## src/rtl/cp0_regfile.sv

```systemverilog
// cp0_regfile -- MIPS coprocessor-0 register file, write-back side.
//
// Commits exceptions, ERET and MTC0 at write-back with the priority
// ex > eret > mtc0. MFC0 data is read combinationally from the registered
// state. Also runs the Count/Compare timer and raises the interrupt request
// that decode samples.
//
// Ports:
//   clk            clock
//   reset          synchronous, active-high reset
//   wb_to_cp0_bus  {ex, excode[4:0], badvaddr[31:0], bd, pc[31:0],
//                   mtc0_we, cp0_addr[4:0], wdata[31:0], eret}
//   ext_int_in     level-sensitive hardware interrupt lines
//   cp0_rdata      combinational read of register cp0_addr
//   cp0_epc        current EPC (ERET target)
//   ex_entry       exception entry PC for the fetch flush
//   has_int        pending, enabled and unmasked interrupt
module cp0_regfile #(
  parameter logic [31:0] EX_ENTRY = 32'hBFC0_0380
) (
  input  logic         clk,
  input  logic         reset,
  input  logic [109:0] wb_to_cp0_bus,
  input  logic [5:0]   ext_int_in,
  output logic [31:0]  cp0_rdata,
  output logic [31:0]  cp0_epc,
  output logic [31:0]  ex_entry,
  output logic         has_int
);

  localparam logic [4:0] ADDR_BADVADDR = 5'd8;
  localparam logic [4:0] ADDR_COUNT    = 5'd9;
  localparam logic [4:0] ADDR_COMPARE  = 5'd11;
  localparam logic [4:0] ADDR_STATUS   = 5'd12;
  localparam logic [4:0] ADDR_CAUSE    = 5'd13;
  localparam logic [4:0] ADDR_EPC      = 5'd14;

  localparam logic [4:0] EXC_ADEL = 5'h04;
  localparam logic [4:0] EXC_ADES = 5'h05;

  // Bus field decode
  logic        wb_ex;
  logic [4:0]  wb_excode;
  logic [31:0] wb_badvaddr;
  logic        wb_bd;
  logic [31:0] wb_pc;
  logic        wb_mtc0_we;
  logic [4:0]  wb_addr;
  logic [31:0] wb_wdata;
  logic        wb_eret;

  assign wb_ex       = wb_to_cp0_bus[109];
  assign wb_excode   = wb_to_cp0_bus[108:104];
  assign wb_badvaddr = wb_to_cp0_bus[103:72];
  assign wb_bd       = wb_to_cp0_bus[71];
  assign wb_pc       = wb_to_cp0_bus[70:39];
  assign wb_mtc0_we  = wb_to_cp0_bus[38];
  assign wb_addr     = wb_to_cp0_bus[37:33];
  assign wb_wdata    = wb_to_cp0_bus[32:1];
  assign wb_eret     = wb_to_cp0_bus[0];

  // State
  logic        tick_q,       tick_d;
  logic [31:0] count_q,      count_d;
  logic [31:0] compare_q,    compare_d;
  logic [31:0] badvaddr_q,   badvaddr_d;
  logic [31:0] epc_q,        epc_d;
  logic [7:0]  st_im_q,      st_im_d;
  logic        st_exl_q,     st_exl_d;
  logic        st_ie_q,      st_ie_d;
  logic        ca_bd_q,      ca_bd_d;
  logic        ca_ti_q,      ca_ti_d;
  logic [5:0]  ca_ip_hw_q,   ca_ip_hw_d;
  logic [1:0]  ca_ip_sw_q,   ca_ip_sw_d;
  logic [4:0]  ca_exc_q,     ca_exc_d;

  // Only the highest-priority event of the cycle commits
  logic commit_ex;
  logic commit_eret;
  logic commit_mtc0;

  assign commit_ex   = wb_ex;
  assign commit_eret = wb_eret & ~wb_ex;
  assign commit_mtc0 = wb_mtc0_we & ~wb_ex & ~wb_eret;

  logic we_count;
  logic we_compare;
  logic we_status;
  logic we_cause;
  logic we_epc;

  assign we_count   = commit_mtc0 & (wb_addr == ADDR_COUNT);
  assign we_compare = commit_mtc0 & (wb_addr == ADDR_COMPARE);
  assign we_status  = commit_mtc0 & (wb_addr == ADDR_STATUS);
  assign we_cause   = commit_mtc0 & (wb_addr == ADDR_CAUSE);
  assign we_epc     = commit_mtc0 & (wb_addr == ADDR_EPC);

  // Architectural views
  logic [31:0] status_w;
  logic [31:0] cause_w;

  assign status_w = {9'b0, 1'b1, 6'b0, st_im_q, 6'b0, st_exl_q, st_ie_q};
  assign cause_w  = {ca_bd_q, ca_ti_q, 14'b0, ca_ip_hw_q, ca_ip_sw_q,
                     1'b0, ca_exc_q, 2'b0};

  // Next-state logic
  always_comb begin
    tick_d     = ~tick_q;
    count_d    = tick_q ? count_q + 32'd1 : count_q;
    compare_d  = compare_q;
    badvaddr_d = badvaddr_q;
    epc_d      = epc_q;
    st_im_d    = st_im_q;
    st_exl_d   = st_exl_q;
    st_ie_d    = st_ie_q;
    ca_bd_d    = ca_bd_q;
    ca_exc_d   = ca_exc_q;
    ca_ip_sw_d = ca_ip_sw_q;

    // Timer interrupt is sticky; a Compare write clears it and wins over a
    // coincident match.
    if (we_compare) begin
      ca_ti_d = 1'b0;
    end else if (count_q == compare_q) begin
      ca_ti_d = 1'b1;
    end else begin
      ca_ti_d = ca_ti_q;
    end

    // IP7 shares its line with the timer interrupt
    ca_ip_hw_d = {ext_int_in[5] | ca_ti_q, ext_int_in[4:0]};

    if (commit_ex) begin
      st_exl_d = 1'b1;
      ca_exc_d = wb_excode;
      // Nested exceptions keep the original return point
      if (!st_exl_q) begin
        epc_d   = wb_bd ? wb_pc - 32'd4 : wb_pc;
        ca_bd_d = wb_bd;
      end
      if ((wb_excode == EXC_ADEL) || (wb_excode == EXC_ADES)) begin
        badvaddr_d = wb_badvaddr;
      end
    end else if (commit_eret) begin
      st_exl_d = 1'b0;
    end else begin
      if (we_count) begin
        count_d = wb_wdata;
      end
      if (we_compare) begin
        compare_d = wb_wdata;
      end
      if (we_status) begin
        st_im_d  = wb_wdata[15:8];
        st_exl_d = wb_wdata[1];
        st_ie_d  = wb_wdata[0];
      end
      if (we_cause) begin
        ca_ip_sw_d = wb_wdata[9:8];
      end
      if (we_epc) begin
        epc_d = wb_wdata;
      end
    end
  end

  always_ff @(posedge clk) begin
    if (reset) begin
      tick_q     <= 1'b0;
      count_q    <= '0;
      compare_q  <= '0;
      badvaddr_q <= '0;
      epc_q      <= '0;
      st_im_q    <= '0;
      st_exl_q   <= 1'b0;
      st_ie_q    <= 1'b0;
      ca_bd_q    <= 1'b0;
      ca_ti_q    <= 1'b0;
      ca_ip_hw_q <= '0;
      ca_ip_sw_q <= '0;
      ca_exc_q   <= '0;
    end else begin
      tick_q     <= tick_d;
      count_q    <= count_d;
      compare_q  <= compare_d;
      badvaddr_q <= badvaddr_d;
      epc_q      <= epc_d;
      st_im_q    <= st_im_d;
      st_exl_q   <= st_exl_d;
      st_ie_q    <= st_ie_d;
      ca_bd_q    <= ca_bd_d;
      ca_ti_q    <= ca_ti_d;
      ca_ip_hw_q <= ca_ip_hw_d;
      ca_ip_sw_q <= ca_ip_sw_d;
      ca_exc_q   <= ca_exc_d;
    end
  end

  // MFC0 read path: registered state only, no same-cycle write bypass
  always_comb begin
    cp0_rdata = '0;
    unique case (wb_addr)
      ADDR_BADVADDR: cp0_rdata = badvaddr_q;
      ADDR_COUNT:    cp0_rdata = count_q;
      ADDR_COMPARE:  cp0_rdata = compare_q;
      ADDR_STATUS:   cp0_rdata = status_w;
      ADDR_CAUSE:    cp0_rdata = cause_w;
      ADDR_EPC:      cp0_rdata = epc_q;
      default:       cp0_rdata = '0;
    endcase
  end

  assign cp0_epc  = epc_q;
  assign ex_entry = EX_ENTRY;
  assign has_int  = (|(cause_w[15:8] & status_w[15:8])) & st_ie_q & ~st_exl_q;

endmodule
```

## config.mk

```make
export PLATFORM = sky130hd
export DESIGN_NAME = cp0_regfile
export DESIGN_NICKNAME = d
export VERILOG_FILES = /design/src/rtl/cp0_regfile.sv
export SDC_FILE = /design/constraint.sdc
export NUM_CORES = 1
export LEC_CHECK = 0
export ABC_CLOCK_PERIOD_IN_PS = 2600
export CAP_MARGIN = 25
export CORE_MARGIN = 2
export CORE_UTILIZATION = 45
export DETAILED_ROUTE_END_ITERATION = 10
export DONT_BUFFER_PORTS = 1
export PLACE_DENSITY = 0.59
export SLEW_MARGIN = 10
export SYNTH_ARGS = -nofsm -noshare
export SYNTH_HDL_FRONTEND = slang
export SYNTH_SLANG_ARGS = --single-unit
```

## constraint.sdc

```tcl
create_clock -name clk -period 2.6 [get_ports clk]
set_clock_uncertainty 0.05 [all_clocks]
set_input_delay 0.52 -clock clk [delete_from_list [all_inputs] [get_ports clk]]
set_output_delay 0.52 -clock clk [all_outputs]
set_load 0.01 [all_outputs]
```

# Word level (Yosys, flattened, before mapping)
# Cells that the tools add are included.
[op_classes]
add_sub_neg = 2
mul = 0
div_mod_pow = 0
order_cmp = 0
n_eq_ne = 11
n_shift = 0
muxes = 13
n_bitwise = 17
reduce_logical = 11
[op_table]
columns = ["cell", "n"]
rows = [
  ["$mux 32", 9],
  ["$pmux 32 s6", 1],
  ["$add 32x1->32 const B", 1],
  ["$eq 32x32->1", 1],
  ["$sub 32x3->32 const B", 1],
  ["$eq 5x4->1 const B", 6],
  ["$reduce_and 3->1", 4],
  ["$and 1x1->1", 10],
  ["$eq 5x3->1 const B", 2],
  ["$and 8x8->8", 1],
  ["$reduce_or 8->1", 1],
  ["$not 1->1", 5],
  ["$ne 2x2->1 const B", 2],
  ["$reduce_and 2->1", 2],
  ["$mux 1", 3],
  ["$reduce_bool 3->1", 1],
  ["$reduce_bool 2->1", 1],
  ["$reduce_or 2->1", 1],
  ["$logic_or 1x1->1", 1],
  ["$or 1x1->1", 1],
]
[totals]
regBits = 154
latchBits = 0
ramBits = 0
mem_bits_ro = 0
output_inout_bits = 97
wordCells = 67
n_memories = 0

# Depth between registers and ports, before layout
[depth]
depth_word = 7
mapped_depth = 7
mapped_depth_nobuf = 7

# Least setup slack after synthesis
# OpenSTA, ideal clock, no wires.
[synth_path]
path_type = "input to register"
from = "in wb_to_cp0_bus[53]"
to = "reg epc_q[26], in the netlist cp0_epc[26]"
arrival_time_ps = 2209
setup_slack_ps = 209
path_stages = 7
n_path_buf = 2
cell_sequence = "or4_4 > or3_1 > buf_6 > buf_6 > o31a_2 > o21ai_1 > a21oi_1"
[synth_via]
elab_chain_len = 4
[synth_lines]
columns = ["element", "line_no", "text"]
rows = [
  ["from (decl)", "23", "input logic [109:0] wb_to_cp0_bus,"],
  ["$sub 32x3->32", "138", "epc_d = wb_bd ? wb_pc - 32'd4 : wb_pc;"],
  ["$mux 32", "138", ""],
  ["$mux 32", "137", "if (!st_exl_q) begin"],
  ["$mux 32", "133", "if (commit_ex) begin"],
  ["to (signal assigned)", "187", "epc_q <= epc_d;"],
  ["to (decl)", "67", "logic [31:0] epc_q, epc_d;"],
]
# No other way between the ends. The select of a mux whose other input is x is not followed.
# A chain may end at the register's enable or synchronous reset.

# Worst setup path in the final report
[layout_path]
from = "in wb_to_cp0_bus[37]"
to = "out cp0_rdata[1]"
[layout_via]
elab_chain_len = 2
[layout_lines]
columns = ["element", "line_no", "text"]
rows = [
  ["$eq 5x4->1", "202", "unique case (wb_addr)"],
  ["$pmux 32 s6 (*)", "202", ""],
  ["to (decl)", "25", "output logic [31:0] cp0_rdata,"],
]
# Every way passes the cells marked *; elsewhere a longest branch is shown, timed or not.

==> results.env <==
OUTCOME='complete, no violations'
HOLD_VIOL_FINAL=0
REG2REG_FROM='count_q[10]'
FIN_CELLS=1279
OVERALL_POWER_AFTER_LAYOUT_mW=5.315
CP_SLOWEST_STAGE_DELAY_NS=0.41
ROWS=49
NUMBER_OF_INSTANCES_IN_THE_SYNTHESIZED_NETLIST=1055
DETAIL_ROUTE.DRC_VIOLATIONS=0
POWER_DENSITY_nW_PER_UM2=576.4
RR_WORST_DEPTH=5
YOSYSUNIQUECELLTYPES=61
CLOCK_INSERTION_DELAY_WORST_SKEW_NS=0.43
MAX-CLOCK-PATH-BUFFERS=2
NUMBER_OF_CTS_INSERTED_BUFFERS=17
MOST_FREQUENT_CELL_ON_THE_CRITICAL_PATH='buf_4'
RSZ_0062_RAISED_AFTER_GLOBAL_ROUTING='no'
HOLD_PATH.CLASS='primary input to register'
SYNTH.FF_LATCH_COUNT=154
SYNTH_TOP_FLOP_CELL='dfxtp_1'
WORST_EP_ARRIVAL_NS=1.84
POSTSYNTH.ASYNCRESETSHARE_PCT=0
SLEW_VIOLATIONS=0
FF_TO_FF_END='count_q[30]'
TIMING.MAX_CAP.VIOLATIONS=0
SYN_AREA_PER_CELL_UM2=7.912
CP_CELL_SEQUENCE='nor3b_1 > buf_4 > and2_1 > buf_4 > a22oi_1 > nand2_1'
HOLDPATHEND='count_q[4]'
NUMPORTBUFFERS=0
NUMBER_OF_SEARCH_AND_REPAIR_ITERATIONS_IN_THE_FIRST_DETAILED_ROUTING_PASS=5
NUM_VIAS=7898
DETAILEDROUTE.FIRSTITERATIONVIOLATIONS=867
CLOCK_SINK_COUNT=154
TOP_LEVEL_PORTS=215
WORST_SETUP_PATH_START_KIND='primary input'
SYNTH_EDF_COUNT=0
HP-START='reset'
ROUTE.ANTENNA.REMAINING_NETS=0
FINALSETUPTNS_NS=0
ANTENNA_VIOLATIONS_BEFORE_REPAIR=1
SYNTH.YOSYS.WARNINGS=0
POST_CTS_HOLD_BUFFER_COUNT=0
SYNTH.YOSYS.SEQ_AREA_SHARE_PCT=36.94
WORSTSETUPENDPOINTTYPE='output port'
WORST_PATH_MAX_DELAY_CELL='nor3b_1'
AREA_OF_THE_MAPPED_NETLIST_UM2=8347
TRITONCTS='yes'
PATH_MAX_FANOUT=13
TIMING.FINAL.SETUP_VIOLATIONS=0
DP.CELLS=1246
INITIAL_STANDARD_CELL_UTILIZATION_OF_THE_CORE_PCT=46.15
DIE_W_UM=140.2
GRT_FIRST_PASS_WIRELENGTH_UM=44750
ROUTEDWLPERCELL_UM=23.43
SYNTH_AREA_LEADER='dfxtp_1'
WORSTPATHREQUIRED_NS=2.03
CLOCK_TRANSITION_AT_PATH_REGS_NS=0.06
TOTAL_LEAKAGE_POWER_nW=3.102
CTS_POST_SETUP_BUFFERS_INSERTED=0
ROUTED_WL_UM=29970
SYNTH_AREA_LEADERS='dfxtp_1 37%, nand2_1 8.8%, xnor2_1 6.1%, a21oi_1 5.9%, a22oi_1 5.7%'
YS_TOP_CELLS_BY_COUNT='195 x nand2_1, 154 x dfxtp_1, 99 x a21oi_1'
REGTOREGSETUPSLACK_NS=0.37
AREA_USED_BY_SEQUENTIAL_LOGIC_IN_THE_LAYOUT_UM2=3083
SYNTH.TOP_CELL.AREA_SHARE_PCT=36.94
TIMING_WORST_SETUP_PATH_TYPE='primary input to output port'
POST-SYNTH-TOP-COUNT-CELL='nand2_1'
ROUTE.DETAILED.VIAS_PER_INST=6.175
LAYOUT_WORST_PATH_CYCLE_SHARE_PCT=92.85
MAXCLOCKFREQUENCY_MHz=414.2
CORE_REGION_AREA_UM2=18090
CTS_MAX_LEVEL=4
AREA_DELTA_SYNTH_FINAL_PCT=10.48
POST-ROUTE-MIN-PERIOD_NS=2.414
PEAKVDDDROP_mV=0.4793
ROUTABILITYCONGESTION=0.9298
MAX-SLEW-MARGIN-REL_PCT=53.60
PIN_COUNT_OF_THE_BIGGEST_NET_ENTERING_GLOBAL_ROUTING=152
NUM-NETS-FINAL=1156
POSTCTSRESIZEDCELLS=0
MULTI_INPUT_LOGIC_AREA_UM2=4838
DIE_H_UM=140.2
HPWL_UM=22060
LAYOUT-DRIVE-GT1-SHARE_PCT=9.819
WORST_MARGIN_SLEW_NS=0.6913
WORST_HOLD_PATH_CELLS=1
GRT_UTIL_ALL_LAYERS_PCT=29.92
NFILLCELLS=1783
FLOORPLAN.DIE_AREA_UM2=19650
CTSROOTBUFFERMASTER='clkbuf_16'
GLOBALROUTEOVERFLOWTOTAL=0
GRT_PASS1_VIAS=7188
## layout by cell type (no fill, tap or decap), types with 15 or more instances in the layout
master / n
xnor2_1: 58
clkbuf_16: 17
nor3_1: 17
nand2_1: 194
nand3_1: 36
conb_1: 32
nand4_1: 22
buf_4: 39
xor2_1: 25
mux2i_1: 15
nor2_1: 67
dfxtp_1: 154
a22oi_1: 63
a21oi_1: 99
a211oi_1: 36
## registers in the layout, summed over array words and instances, names as in the netlist
register / cells
count_q: 32
st_exl_q: 1
ca_ti_q: 1
ca_exc_q: 5
cp0_epc: 32
badvaddr_q: 32
st_ie_q: 1
ca_ip_hw_q: 6
tick_q: 1
ca_bd_q: 1
ca_ip_sw_q: 2
st_im_q: 8
compare_q: 32
## final cells by class
cell class	count	area share, %
tap	229	3.107
multi-input combinational	813	52.47
clock buffer	19	4.912
timing repair buffer	45	4.478
clock inverter	13	1.370
sequential	154	33.43
antenna	1	0.02714
inverter	5	0.2035
## critical path, delay by kind of cell
kind,cells,cell delay [ns]
and+or+nand+nor,3,0.80
buffers and inverters,2,0.42
AOI/OAI and AO/OA,1,0.10
## power by group
part | leakage [nW] | internal [mW] | switching, mW | total (mW)
Sequential | 1.25 | 2.43 | 0.104 | 2.53
Clock | 0.284 | 1.45 | 1.03 | 2.48
Combinational | 1.57 | 0.131 | 0.172 | 0.303
## metal layers
layer | vias up | global-route usage [%] | wire [um]
li1 | 3683 | - | -
met1 | 3777 | 43.12 | 13360
met2 | 408 | 43.73 | 13020
met3 | 30 | 8.650 | 3088
met4 | 0 | 7.974 | 505
met5 | - | 0 | 0
## per-stage QoR
step / util (%) / hold WS (ns) / area [um^2] / setup WS [ns]
floorplan: - / 0.3857 / 8459 / 0.2089
global placement: 47.77 / 0.3868 / 8640 / 0.1969
detailed placement: 47.77 / 0.3906 / 8640 / 0.1804
CTS: 50.97 / 0.1077 / 9219 / 0.2403
global route: 50.99 / 0.1012 / 9221 / 0.1066
finish: 50.99 / 0.1115 / 9221 / 0.1859
## worst max path at each step
stage                      start           end  slack (ns)  cells past startpoint
2_1_floorplan  wb_to_cp0_bus[53]   cp0_epc[26]        0.21                      7
3_3_place_gp   wb_to_cp0_bus[53]   cp0_epc[23]        0.20                      6
3_5_place_dp   wb_to_cp0_bus[53]   cp0_epc[23]        0.18                      6
4_1_cts        wb_to_cp0_bus[37]  cp0_rdata[1]        0.24                      6
5_1_grt        wb_to_cp0_bus[37]  cp0_rdata[1]        0.11                      6
6_report       wb_to_cp0_bus[37]  cp0_rdata[1]        0.19                      6
## kinds of logic after synthesis
kind of cell               share of synthesized area [%]
AOI/OAI and AO/OA                                  20.85
xor gates and xnor gates                           8.709
adders and majority gates                         0.2998
buffers and inverters                              6.985
DFF                                                36.94
muxes                                              1.799
other                                            0.08998
and+or+nand+nor                                    24.33
Power figures use the tool's default switching activity.
